**config.mk**
```make
export PLATFORM = sky130hd
export DESIGN_NAME = char_rx_fifo
export DESIGN_NICKNAME = d
export VERILOG_FILES = /design/src/rtl/char_rx_fifo.sv
export SDC_FILE = /design/constraint.sdc
export NUM_CORES = 1
export LEC_CHECK = 0
export ABC_AREA = 1
export CAP_MARGIN = 20
export CORE_UTILIZATION = 50
export CTS_CLUSTER_SIZE = 10
export DETAILED_ROUTE_END_ITERATION = 10
export PLACE_DENSITY = 0.8
export SYNTH_ARGS = -nofsm -noshare
export SYNTH_HDL_FRONTEND = slang
export SYNTH_SLANG_ARGS = --single-unit
```
**constraint.sdc**
```tcl
create_clock -name clk -period 2.4 [get_ports clk]
set_clock_uncertainty 0.05 [all_clocks]
set_input_delay 0.48 -clock clk [delete_from_list [all_inputs] [get_ports clk]]
set_output_delay 0.48 -clock clk [all_outputs]
set_load 0.005 [all_outputs]
```
**src/rtl/char_rx_fifo.sv**
```systemverilog
// Terminal receive FIFO behind a word-addressed register slave; reads answer one cycle later.
// The optional interrupt is built only when CHAR_RX_FIFO_IRQ_EN is defined.
module char_rx_fifo #(
   parameter int DEPTH_LOG2 = 4,
   parameter int IRQ_THRESH = 1
) (
   input  logic        clk,
   input  logic        resetn,
   input  logic [7:0]  char,
   input  logic        strobe,
   input  logic        sel,
   input  logic        we,
   input  logic [3:0]  addr,
   input  logic [31:0] wdata,
   output logic [31:0] rdata,
   output logic        rvalid,
   output logic        irq
);

   localparam int DEPTH = 1 << DEPTH_LOG2;

   typedef logic [DEPTH_LOG2-1:0] ptr_t;
   typedef logic [DEPTH_LOG2:0]   cnt_t;

   localparam cnt_t FULL_CNT = cnt_t'(DEPTH);

   localparam logic [1:0] REG_DATA   = 2'd0;
   localparam logic [1:0] REG_STATUS = 2'd1;
   localparam logic [1:0] REG_CTRL   = 2'd2;

   logic        strobe_q;
   ptr_t        rd_ptr_q, rd_ptr_d;
   ptr_t        wr_ptr_q, wr_ptr_d;
   cnt_t        count_q, count_d;
   logic        ovf_q, ovf_d;
   logic        irq_en_q, irq_en_d;
   logic        irq_q, irq_d;
   logic [31:0] rdata_q, rdata_d;
   logic        rvalid_q;
   logic [7:0]  mem_q [DEPTH];

   logic        rd_acc, wr_acc, ctrl_wr;
   logic [1:0]  reg_sel;
   logic        empty, full;
   logic        push_evt, flush, clr_ovf, pop, push, drop;
   logic [31:0] cnt_wide, status_word;
   logic        unused_bits;

   assign rd_acc   = sel & ~we;
   assign wr_acc   = sel & we;
   assign reg_sel  = addr[3:2];
   assign ctrl_wr  = wr_acc & (reg_sel == REG_CTRL);
   assign empty    = (count_q == '0);
   assign full     = (count_q == FULL_CNT);
   assign push_evt = strobe & ~strobe_q;
   assign flush    = ctrl_wr & wdata[0];
   assign clr_ovf  = ctrl_wr & wdata[1];
   assign pop      = rd_acc & (reg_sel == REG_DATA) & ~empty;
   // A pop in the same cycle frees the slot, so a full FIFO still accepts the char.
   assign push     = push_evt & ~flush & (~full | pop);
   assign drop     = push_evt & ~flush & full & ~pop;

   assign cnt_wide    = 32'(count_q);
   assign status_word = {16'b0, cnt_wide[7:0], 5'b0, ovf_q, full, ~empty};

   always_comb begin
      rd_ptr_d = rd_ptr_q;
      wr_ptr_d = wr_ptr_q;
      count_d  = count_q;
      ovf_d    = ovf_q;
      rdata_d  = rdata_q;

      if (flush) begin
         rd_ptr_d = '0;
         wr_ptr_d = '0;
         count_d  = '0;
      end else begin
         if (pop)  rd_ptr_d = rd_ptr_q + 1'b1;
         if (push) wr_ptr_d = wr_ptr_q + 1'b1;
         count_d = count_q + cnt_t'(push) - cnt_t'(pop);
      end

      // Set after clear so a fresh overflow is never lost.
      if (clr_ovf) ovf_d = 1'b0;
      if (drop)    ovf_d = 1'b1;

      if (rd_acc) begin
         case (reg_sel)
            REG_DATA:   rdata_d = empty ? 32'b0 : {24'b0, mem_q[rd_ptr_q]};
            REG_STATUS: rdata_d = status_word;
            REG_CTRL:   rdata_d = {29'b0, irq_en_q, 2'b0};
            default:    rdata_d = 32'b0;
         endcase
      end
   end

`ifdef CHAR_RX_FIFO_IRQ_EN
   localparam cnt_t IRQ_CNT = cnt_t'(IRQ_THRESH);

   always_comb begin
      irq_en_d = irq_en_q;
      if (ctrl_wr) irq_en_d = wdata[2];
      irq_d = irq_en_d & ((count_d >= IRQ_CNT) | ovf_d);
   end

   assign unused_bits = ^{wdata[31:3], addr[1:0]};
`else
   always_comb begin
      irq_en_d = 1'b0;
      irq_d    = 1'b0;
   end

   assign unused_bits = (^{wdata[31:2], addr[1:0]}) ^ (IRQ_THRESH != 0);
`endif

   always_ff @(posedge clk or negedge resetn) begin
      if (!resetn) begin
         strobe_q <= 1'b0;
         rd_ptr_q <= '0;
         wr_ptr_q <= '0;
         count_q  <= '0;
         ovf_q    <= 1'b0;
         irq_en_q <= 1'b0;
         irq_q    <= 1'b0;
         rdata_q  <= 32'b0;
         rvalid_q <= 1'b0;
      end else begin
         strobe_q <= strobe;
         rd_ptr_q <= rd_ptr_d;
         wr_ptr_q <= wr_ptr_d;
         count_q  <= count_d;
         ovf_q    <= ovf_d;
         irq_en_q <= irq_en_d;
         irq_q    <= irq_d;
         rdata_q  <= rdata_d;
         rvalid_q <= rd_acc;
      end
   end

   // Storage carries no reset; only the pointers define what is valid.
   always_ff @(posedge clk) begin
      if (push) mem_q[wr_ptr_q] <= char;
   end

   assign rdata  = rdata_q;
   assign rvalid = rvalid_q;
   assign irq    = irq_q;

endmodule

```
==> results.py, run 1 <==
metrics = {
    "run_status": {
        "run_status": "finished, violations left",
        "violations": "negative setup slack",
    },
    "die": {
        "chipHeight_um": 120,
        "start_util_pct": 51.8,
        "die_w_um": 120,
        "coreArea_um2": 13300,
        "num_io_pins": 83,
        "dieArea_um2": 14300,
        "rows": 42,
    },
    "sta": {
        "tightest_slew_ns": 0.728,
        "rsz0062_at_grt": "yes",
        "fin_crit_sh_pct": 106,
        "slew_headroom_pct": 51.3,
        "setup_viol": 1,
        "setup_ws_ns": -0.147,
        "min_period_ns": 2.55,
        "fmax_mhz": 393,
        "setup-tns-final_ns": -0.147,
        "finalHoldViolations": 0,
        "final_max_slew_viol_count": 0,
        "hold_ws_ns": 0.407,
    },
    "layout": {
        "multi_input_area_um2": 1980,
        "n_fill_cell": 921,
        "design_area_um2": 8410,
        "post-route-util_pct": 63.0,
        "area_growth_pct": 21.8,
        "ff_latch_area_um2": 4570,
        "drive_gt1_share_pct": 18.8,
        "final_cells": 903,
        "diodes": 0,
        "layout.nets": 775,
    },
    "worst_setup_path": {
        "rrSetupSlack_ns": -0.15,
        "worstSetupStartpointType": "flip-flop",
        "path_buf_inv": 5,
        "crit_fanout": 2,
        "crit_cells": 18,
        "max_stage_delay_ns": 0.37,
        "worstReg2RegStart": "count_q[3]",
        "path_common_cell": "inv_2",
        "cp.arrival_ns": 2.85,
        "r2r-end": "count_q[4]",
        "slowest_stage": "dfrtp_1",
        "path_cells": "inv_2 -> ha_4 -> nand2_4 -> nor2_4 -> nor3_4 -> nand2_2 -> inv_2 -> ha_4 -> inv_4 -> ha_4 -> inv_2 -> fa_2 -> inv_2 -> nand2_2 -> a21oi_2 -> or2_4 -> o21ai_2 -> a21oi_2",
        "crit_family": "adder cells",
        "ff2ff_path_depth": 18,
        "end_kind": "flip-flop",
        "required_ns": 2.70,
        "crit_type": "reg2reg",
    },
    "synth": {
        "ys_warn_count": 0,
        "syn-mean-instance-area_um2": 10.9,
        "ys_ff_latch": 157,
        "synth.cell_area_um2": 6910,
        "seq_area_frac_synth_pct": 66.1,
        "async_flop_share_pct": 18.5,
        "synth-edff-count": 128,
        "synth_cells": 631,
        "ys_types": 31,
        "synth_flop_cell": "edfxtp_1",
    },
    "drt": {
        "drtPass1Iterations": 7,
        "ant_nets": 0,
        "wl_per_cell_um": 19.3,
        "finalWirelength_um": 17400,
        "drt-initial-drc-count": 549,
        "viasPerCell": 5.71,
        "num_vias": 5155,
        "drc": 0,
    },
    "power": {
        "p_clk_share_pct": 30.0,
        "power_frac_seq_pct": 37.7,
        "power_mw": 8.89,
        "p_int_mw": 5.80,
        "power.switching_mw": 3.09,
        "power_density_nw_per_um2": 1060,
        "power_frac_comb_pct": 32.2,
        "vdd_drop_max_v": 0.000680,
        "leakage_nw": 3.41,
        "p_sw_share_pct": 34.8,
    },
    "place": {
        "place_ws_ns": -0.632,
        "numPortBuffers": 30,
        "gp_congestion": 0.825,
        "dp_cells": 853,
        "place_area_um2": 7570,
        "place_hpwl_um": 10000,
    },
    "clock_tree": {
        "clockRootBuffer": "clkbuf_16",
        "cts_max_level": 4,
        "cts_max_path_buffers": 2,
        "clock_sinks": 157,
        "clk_pin_slew_worst_paths_ns": 0.06,
        "numCtsBuffers": 17,
        "postCtsHoldBufs": 0,
        "clk_latency_ns": 0.43,
        "cts_tree": "built",
    },
    "global_routing": {
        "first_global_vias": 5094,
        "grt_use_total_pct": 24.8,
        "grt_max_degree": 46,
        "antenna_found_initial": 0,
        "overflow": 0,
        "grt_pass1_wl_um": 26300,
    },
    "min_path": {
        "hp-class": "in2async",
    },
    "job": {
        "drv_cap": 0,
    },
}
[repair_timing]
item	in CTS	in global routing
setup buffers	14	5
resized for setup	7	35
pin swaps	9	14
endpoints found under the setup margin	2	52
gates cloned	0	0
[layout make-up]
cell class                      count  area share, %
Multi-Input combinational cell    382           23.6
Sequential cell                   157           54.3
Tap cell                          176           2.62
Clock inverter                     15           1.92
Inverter                           64           2.88
Clock buffer                       17           5.06
Timing Repair Buffer               92           9.64
[cells in the mapped netlist (2+ instances only)]
cell type	instances	share of area, %
edfxtp_1	128	56
nand2_1	104	5.7
nor2_1	84	4.6
inv_1	58	3.2
nand3_1	55	4.0
o21ai_0	47	3.4
dfrtp_1	29	11
buf_4	24	2.6
o211ai_1	18	2.0
buf_2	13	0.94
ha_1	11	2.0
a21oi_1	10	0.72
o21ai_1	10	0.72
buf_6	6	0.98
inv_2	4	0.22
xor2_1	4	0.51
clkbuf_1	3	0.16
o31ai_1	3	0.33
or2_2	3	0.27
a21oi_2	2	0.25
clkinv_1	2	0.11
nand2_2	2	0.18
nand4_1	2	0.18
nor3_1	2	0.14
[cell usage in the layout (no fill, tap or decap), types with 8 or more instances in the layout]
master and instances:
edfxtp_1 128, nand2_1 96, nor2_1 80, nand3_1 54, buf_4 53, inv_1 51
o21ai_0 42, dfrtp_1 28, clkdlybuf4s50_1 26, conb_1 20, o211ai_1 18, clkbuf_16 17
inv_2 10, o21ai_1 10, nand2_2 8, a21oi_1 8, ha_1 8, buf_6 8
[registers in the layout (all words and copies together) (netlist names)]
register,flops
wr_ptr_q,4
strobe_q,1
mem_q,128
rd_ptr_q,4
ovf_q,1
count_q,5
rvalid,1
rdata,13
[cells by family (layout without fill, tap and decap cells)]
kind of cell               after synthesis  in the layout  share of synthesized area (%)
and+or+nand+nor                        253            253                           15.1
DFF                                    157            157                           66.1
buffers and inverters                  111            188                           8.22
AOI/OAI and AO/OA                       92             92                           7.59
adders and majority gates               12             12                           2.28
xor gates and xnor gates                 5              5                          0.634
other                                    1             20                         0.0543
[how the worst max path moves through the flow]
stage,endpoint,from,slack (ns)
final,count_q[4],count_q[3],-0.15
after detailed placement,count_q[4],addr[3],-0.63
after global placement,count_q[4],addr[3],-0.54
after floorplan,count_q[4],count_q[3],-0.08
after global routing,count_q[4],count_q[3],-0.26
after CTS,count_q[4],count_q[3],-0.07
[routing by layer]
metal  global-route usage, %  share of wire, %  vias to the layer above
li1                        -                 -                     2261
met1                    29.7                36                     2474
met2                    41.1                50                      360
met3                    6.56               9.3                       60
met4                    12.7               4.3                        0
met5                       0                 0                        -
[worst reg2reg max path: cells and delay by family, from the launching register on]
kind | cells | cell delay (ns)
adder cells (fa/ha/maj) | 4 | 0.85
AND/OR/NAND/NOR | 6 | 0.61
flip-flops | 1 | 0.37
buffers and inverters | 5 | 0.31
AO/OA/AOI/OAI | 3 | 0.29
[power by group through the flow]
| stage | combinational (mW) | clock, mW | sequential [mW] |
|---|---|---|---|
| floorplan | 1.74 | 0 | 3.37 |
| detailed placement | 2.57 | 0 | 3.39 |
| finish | 2.87 | 2.67 | 3.35 |
| global route | 3.14 | 2.79 | 3.37 |
| global placement | 2.46 | 0 | 3.38 |
| CTS | 2.67 | 2.68 | 3.34 |
Note: power is estimated with default switching activity, not from simulation.
==> run 2: changes to the inputs <==
--- a/config.mk
+++ b/config.mk
@@ -5,12 +5,13 @@
 export SDC_FILE = /design/constraint.sdc
 export NUM_CORES = 1
 export LEC_CHECK = 0
-export ABC_AREA = 1
 export CAP_MARGIN = 20
-export CORE_UTILIZATION = 50
+export CELL_PAD_IN_SITES_DETAIL_PLACEMENT = 0
+export CELL_PAD_IN_SITES_GLOBAL_PLACEMENT = 1
+export CORE_UTILIZATION = 42
 export CTS_CLUSTER_SIZE = 10
 export DETAILED_ROUTE_END_ITERATION = 10
-export PLACE_DENSITY = 0.8
+export PLACE_DENSITY = 0.79
 export SYNTH_ARGS = -nofsm -noshare
 export SYNTH_HDL_FRONTEND = slang
 export SYNTH_SLANG_ARGS = --single-unit
==> run 2 against run 1 <==
Net effect: the flow still finishes with violations (negative setup slack); first-iteration DRC count shrank 50%; register-to-register slack lost 0.17 ns; critical endpoint unchanged; worst setup slack lost 0.18 ns; maximum frequency shrank 6.6%; sequential cell count is the same; sequential share of layout area grew 0.81 points; cell count shrank 24%; via count shrank 32%; synthesized area shrank 4.7%; die area grew 13%; non-clock buffer count shrank 1; critical path depth shrank 4; critical path type is now in2reg.
==> results.py, run 2 <==
metrics = {
    "layout": {
        "area_growth_pct": 25.9,
        "post-route-util_pct": 54.3,
        "multi_input_area_um2": 1880,
        "largest_reg_flops": 128,
        "ff_latch_area_um2": 4570,
        "final_cell_mix": "edfxtp_1 (128), buf_4 (48), clkdlybuf4s50_1 (30), dfrtp_1 (28), conb_1 (20)",
        "final_common_cell": "edfxtp_1",
        "drive_gt1_share_pct": 28.5,
        "diodes": 0,
        "top_register": "mem_q",
        "layout.nets": 526,
        "n_fill_cell": 1175,
    },
    "synth": {
        "synthTopCellsByArea": "edfxtp_1 (58%), dfrtp_1 (11%), mux4_2 (5.8%)",
        "async_flop_share_pct": 18.5,
        "seq_area_frac_synth_pct": 69.4,
        "synth_most_common_cell": "edfxtp_1",
        "synth-edff-count": 128,
        "synth_flop_cell": "edfxtp_1",
        "ys_ff_latch": 157,
        "synth_cells": 372,
        "synth.cell_area_um2": 6590,
        "ys_types": 49,
        "yosysTopAreaCell": "edfxtp_1",
        "ys_warn_count": 0,
        "syn-mean-instance-area_um2": 17.7,
        "yosys-top-cells-count": "edfxtp_1 (128), dfrtp_1 (29), buf_4 (21), mux4_2 (17), nor2_1 (17)",
        "yosysTopAreaCellShare_pct": 58.4,
    },
    "worst_setup_path": {
        "path_cells": "clkdlybuf4s50_1 -> and4b_1 -> a21oi_1 -> o21ai_4 -> ha_4 -> inv_2 -> ha_4 -> inv_2 -> fa_2 -> inv_2 -> a21oi_2 -> nor2_1 -> or3_4 -> a21oi_2",
        "crit_type": "in2reg",
        "path_common_cell": "inv_2",
        "max_stage_delay_ns": 0.48,
        "slowest_stage": "clkdlybuf4s50_1",
        "r2r-end": "count_q[4]",
        "path_buf_inv": 4,
        "rrSetupSlack_ns": -0.32,
        "crit_family": "compound AO/OA/AOI/OAI gates",
        "ff2ff_path_depth": 17,
        "cp.arrival_ns": 3.04,
        "worstReg2RegStart": "count_q[2]",
        "worstSetupStartpointType": "primary input",
        "crit_fanout": 2,
        "end_kind": "flip-flop",
        "required_ns": 2.71,
    },
    "power": {
        "power_mw": 8.61,
        "power_density_nw_per_um2": 1040,
        "vdd_drop_max_v": 0.000711,
        "leakage_nw": 3.06,
    },
    "drt": {
        "finalWirelength_um": 13200,
        "num_vias": 3518,
        "drt-initial-drc-count": 272,
        "viasPerCell": 5.11,
        "drtPass1Iterations": 4,
        "ant_nets": 0,
        "drc": 0,
        "wl_per_cell_um": 19.1,
    },
    "sta": {
        "slew_headroom_pct": 63.5,
        "tightest_slew_ns": 0.546,
        "fmax_mhz": 367,
        "min_period_ns": 2.73,
        "finalHoldViolations": 0,
        "setup_ws_ns": -0.327,
        "final_max_slew_viol_count": 0,
        "setup-tns-final_ns": -0.511,
        "setup_viol": 4,
        "rsz0062_at_grt": "yes",
        "fin_crit_sh_pct": 114,
    },
    "run_status": {
        "run_status": "finished, violations left",
        "violations": "negative setup slack",
    },
    "min_path": {
        "hp-class": "in2async",
    },
    "global_routing": {
        "first_global_vias": 3697,
        "grt_pass1_wl_um": 20400,
        "grt.met1_usage_pct": 21.1,
        "grt_max_degree": 37,
        "grt_use_total_pct": 17.7,
        "antenna_found_initial": 0,
        "overflow": 0,
        "use_met2_pct": 30.5,
        "grt_most_used_layer": "met2",
        "grt_use_met3_pct": 5.03,
    },
    "job": {
        "drv_cap": 0,
    },
    "clock_tree": {
        "clockRootBuffer": "clkbuf_16",
        "cts_tree": "built",
        "clk_pin_slew_worst_paths_ns": 0.06,
        "cts_max_level": 4,
        "clock_sinks": 157,
        "clk_latency_ns": 0.43,
        "cts_max_path_buffers": 2,
        "numCtsBuffers": 17,
    },
    "place": {
        "place_ws_ns": -0.682,
        "place_hpwl_um": 8570,
        "numPortBuffers": 30,
        "gp_congestion": 0.790,
    },
    "die": {
        "num_io_pins": 83,
        "chipHeight_um": 127,
        "dieArea_um2": 16200,
        "start_util_pct": 43.2,
        "coreArea_um2": 15300,
        "rows": 45,
        "die_w_um": 127,
    },
}
## run 2: cell types whose count changed after synthesis, sizes merged, moves of 5 or more
cell / previous run / this run
buf: 44 / 29
nor2: 84 / 17
and2: 0 / 12
mux4: 0 / 31
o21ai: 57 / 10
nand2: 106 / 13
nand3: 55 / 1
a221oi: 0 / 5
a21oi: 12 / 7
inv: 62 / 13
a22o: 0 / 11
o211ai: 18 / 1
## run 2: worst register-to-register path: cells and delay by family, from the launching register on
kind	cells	cell delay, ns
adders and majority gates	4	0.84
and+or+nand+nor	4	0.59
AOI/OAI and AO/OA	4	0.49
DFF	1	0.39
buffers and inverters	5	0.30
## run 2: final cells by class
type	instances	area share, %
clock buffers	18	5.18
clock inverters	14	2.19
inverters	13	0.619
multi-input cells	185	22.7
flip-flops and latches	157	55.1
well taps	211	3.18
repair buffers	91	11.0
## run 2: what timing repair did
action / 4_1_cts / 5_1_grt
setup endpoints to repair: 36 / 59
buffers inserted: 6 / 4
pin swaps: 8 / 16
endpoints found under the hold margin: 0 / 0
hold buffers: 0 / 0
gates resized for setup: 7 / 12
## run 2: worst max-delay path by stage
stage	depth (start not counted)	from	to
5_1_grt	17	count_q[2]	count_q[4]
6_report	14	addr[2]	count_q[4]
2_1_floorplan	18	count_q[3]	count_q[4]
3_5_place_dp	14	addr[2]	count_q[4]
3_3_place_gp	14	addr[2]	count_q[4]
4_1_cts	17	count_q[2]	count_q[4]
## run 2: cell families (layout without fill, tap and decap cells)
| logic type | count (synthesis) | in the layout | share of synthesized area, % |
|---|---|---|---|
| other | 1 | 20 | 0.0569 |
| AOI/OAI and AO/OA | 44 | 44 | 4.86 |
| buffers and inverters | 49 | 136 | 4.90 |
| xor gates and xnor gates | 8 | 8 | 1.06 |
| muxes | 34 | 34 | 11.9 |
| adders and majority gates | 12 | 12 | 2.39 |
| and+or+nand+nor | 67 | 67 | 5.47 |
| DFF | 157 | 157 | 69.4 |
## run 2: routing by layer
metal	share of wire (%)	up-vias
li1	-	1598
met1	42	1790
met3	4.7	17
met2	52	113
met4	1.6	0
met5	0	-
## run 2: where the power goes
group	total (mW)	internal [mW]	switching (mW)
clock network	2.77	1.66	1.12
logic	2.44	1.29	1.15
registers	3.39	3.22	0.174
## run 2: metrics by stage
stage                     hold WS, ns  cell area [um^2]  cells
final                           0.399              8290    689
after global routing            0.429              8290    689
after CTS                       0.398              8220    686
after detailed placement        0.441              7540    648
after global placement          0.427              7540    648
after floorplan                 0.134              6710    391
==> run 3: changes to the inputs <==
--- a/config.mk
+++ b/config.mk
@@ -8,10 +8,12 @@
 export CAP_MARGIN = 20
 export CELL_PAD_IN_SITES_DETAIL_PLACEMENT = 0
 export CELL_PAD_IN_SITES_GLOBAL_PLACEMENT = 1
+export CORE_ASPECT_RATIO = 0.7
 export CORE_UTILIZATION = 42
 export CTS_CLUSTER_SIZE = 10
 export DETAILED_ROUTE_END_ITERATION = 10
 export PLACE_DENSITY = 0.79
+export SETUP_SLACK_MARGIN = 0.05
 export SYNTH_ARGS = -nofsm -noshare
 export SYNTH_HDL_FRONTEND = slang
 export SYNTH_SLANG_ARGS = --single-unit
==> run 3 against run 2 <==
Net effect: the run still ends with negative setup slack left; maximum frequency is 0.72% lower; largest cell class unchanged; largest power group unchanged; routed wire length is 4.6% higher; cell count is 3.2% lower; non-clock buffer count is 6 lower; via count is 0.11% higher; critical path type is now reg2reg; register-to-register slack worse by 0.03 ns; sequential share of layout area is 0.66 points higher; critical path depth is 3 higher; highest routed layer unchanged; global-route usage is 0.91 points higher; sequential cell count stayed put.
==> results.py, run 3 (synthesis gave the netlist of run 2 again) <==
metrics = {
    "power": {
        "power_density_nw_per_um2": 1040,
        "leakage_nw": 3.02,
        "vdd_drop_max_v": 0.000594,
        "power_mw": 8.50,
    },
    "worst_setup_path": {
        "path_cells": "inv_2 -> ha_4 -> nor4b_4 -> nor3_2 -> nand2_2 -> inv_4 -> buf_6 -> ha_4 -> inv_2 -> ha_4 -> inv_2 -> fa_2 -> inv_2 -> a21oi_2 -> nor2_2 -> or3_4 -> a21oi_2",
        "slowest_stage": "dfrtp_1",
        "crit_fanout": 3,
        "crit_type": "reg2reg",
        "crit_family": "simple AND/OR/NAND/NOR gates",
        "worstSetupStartpointType": "flip-flop",
        "required_ns": 2.70,
        "path_common_cell": "inv_2",
        "max_stage_delay_ns": 0.39,
        "end_kind": "flip-flop",
        "cp.arrival_ns": 3.04,
        "path_buf_inv": 6,
    },
    "drt": {
        "drc": 0,
        "drt-initial-drc-count": 286,
        "num_vias": 3522,
        "drtPass1Iterations": 4,
        "viasPerCell": 5.28,
        "wl_per_cell_um": 20.7,
        "ant_nets": 0,
        "finalWirelength_um": 13800,
    },
    "layout": {
        "multi_input_area_um2": 1870,
        "layout.nets": 520,
        "ff_latch_area_um2": 4570,
        "final_cell_mix": "edfxtp_1 (128), buf_4 (42), clkdlybuf4s50_1 (30), dfrtp_1 (28)",
        "post-route-util_pct": 54.6,
        "final_common_cell": "edfxtp_1",
        "drive_gt1_share_pct": 28.0,
        "design_area_um2": 8190,
        "area_growth_pct": 24.4,
        "diodes": 0,
        "n_fill_cell": 1169,
        "final_cells": 667,
        "top_register": "mem_q",
        "largest_reg_flops": 128,
    },
    "clock_tree": {
        "cts_max_path_buffers": 2,
        "clockRootBuffer": "clkbuf_16",
        "cts_max_level": 4,
        "clk_latency_ns": 0.41,
        "cts_tree": "built",
        "clock_sinks": 157,
        "postCtsHoldBufs": 0,
        "numCtsBuffers": 17,
        "clk_pin_slew_worst_paths_ns": 0.07,
    },
    "sta": {
        "finalHoldViolations": 0,
        "tightest_slew_ns": 0.627,
        "setup_viol": 24,
        "slew_headroom_pct": 58.1,
        "setup_ws_ns": -0.347,
        "hold_ws_ns": 0.404,
        "fmax_mhz": 364,
        "rsz0062_at_grt": "yes",
        "final_max_slew_viol_count": 0,
        "min_period_ns": 2.75,
        "fin_crit_sh_pct": 114,
        "setup-tns-final_ns": -0.846,
    },
    "die": {
        "die_w_um": 152,
        "dieArea_um2": 16200,
        "coreArea_um2": 15000,
        "chipHeight_um": 107,
        "rows": 37,
        "start_util_pct": 43.9,
        "num_io_pins": 83,
    },
    "place": {
        "gp_congestion": 0.763,
        "place_area_um2": 7520,
        "dp_cells": 632,
        "place_ws_ns": -0.681,
        "place_hpwl_um": 9070,
        "numPortBuffers": 30,
    },
    "run_status": {
        "violations": "negative setup slack",
        "run_status": "finished, violations left",
    },
    "global_routing": {
        "overflow": 0,
        "first_global_vias": 3626,
        "grt_use_total_pct": 18.6,
        "grt_max_degree": 37,
        "antenna_found_initial": 0,
        "grt_pass1_wl_um": 21000,
    },
    "min_path": {
        "hp-class": "in2async",
    },
    "job": {
        "drv_cap": 0,
    },
}
run 3: changes by cell type in the layout (fill, tap and decap cells not counted), sizes merged:
| cell | before | now |
|---|---|---|
| buf | 61 | 55 |
| clkbuf | 18 | 22 |
| bufinv | 3 | 0 |
| clkinv | 4 | 3 |
| clkinvlp | 1 | 0 |
| inv | 19 | 20 |
run 3: area by class of cell:
cell class              count  area share, %
multi-input cells         185           22.8
inverters                  13          0.626
flip-flops and latches    157           55.8
clock inverters            10          0.825
clock buffers              22           6.37
well taps                 195           2.98
repair buffers             85           10.6
run 3: worst paths after layout:
kind,cells past startpoint,slack [ns],from,end
worst max-delay path,17,-0.35,count_q[2],count_q[4]
worst min-delay path,2,0.40,resetn,rdata[11]
worst max register to register,17,-0.35,count_q[2],count_q[4]
worst min register to register,2,0.46,rdata[7],rdata[7]
max in group asynchronous,2,1.59,resetn,rd_ptr_q[0]
min in group clk,2,0.46,rdata[7],rdata[7]
run 3: what timing repair did:
item                                    4_1_cts  5_1_grt
pin swaps                                     7        0
gates cloned                                  0        0
resized for setup                             6       10
buffers inserted                              3        0
endpoints found under the setup margin      114      116
run 3: metal layers:
layer	up-vias	GRT usage [%]	share of wire (%)
met5	-	0	0
met4	0	5.59	1.3
met3	19	5.11	10
met2	135	27.1	45
met1	1775	27.2	44
li1	1593	-	-
run 3: power by group:
part / internal [mW] / switching, mW / leakage, nW
sequential: 3.22 / 0.193 / 1.52
combinational: 1.26 / 1.22 / 1.19
clock: 1.55 / 1.06 / 0.302
total: 6.03 / 2.47 / 3.02
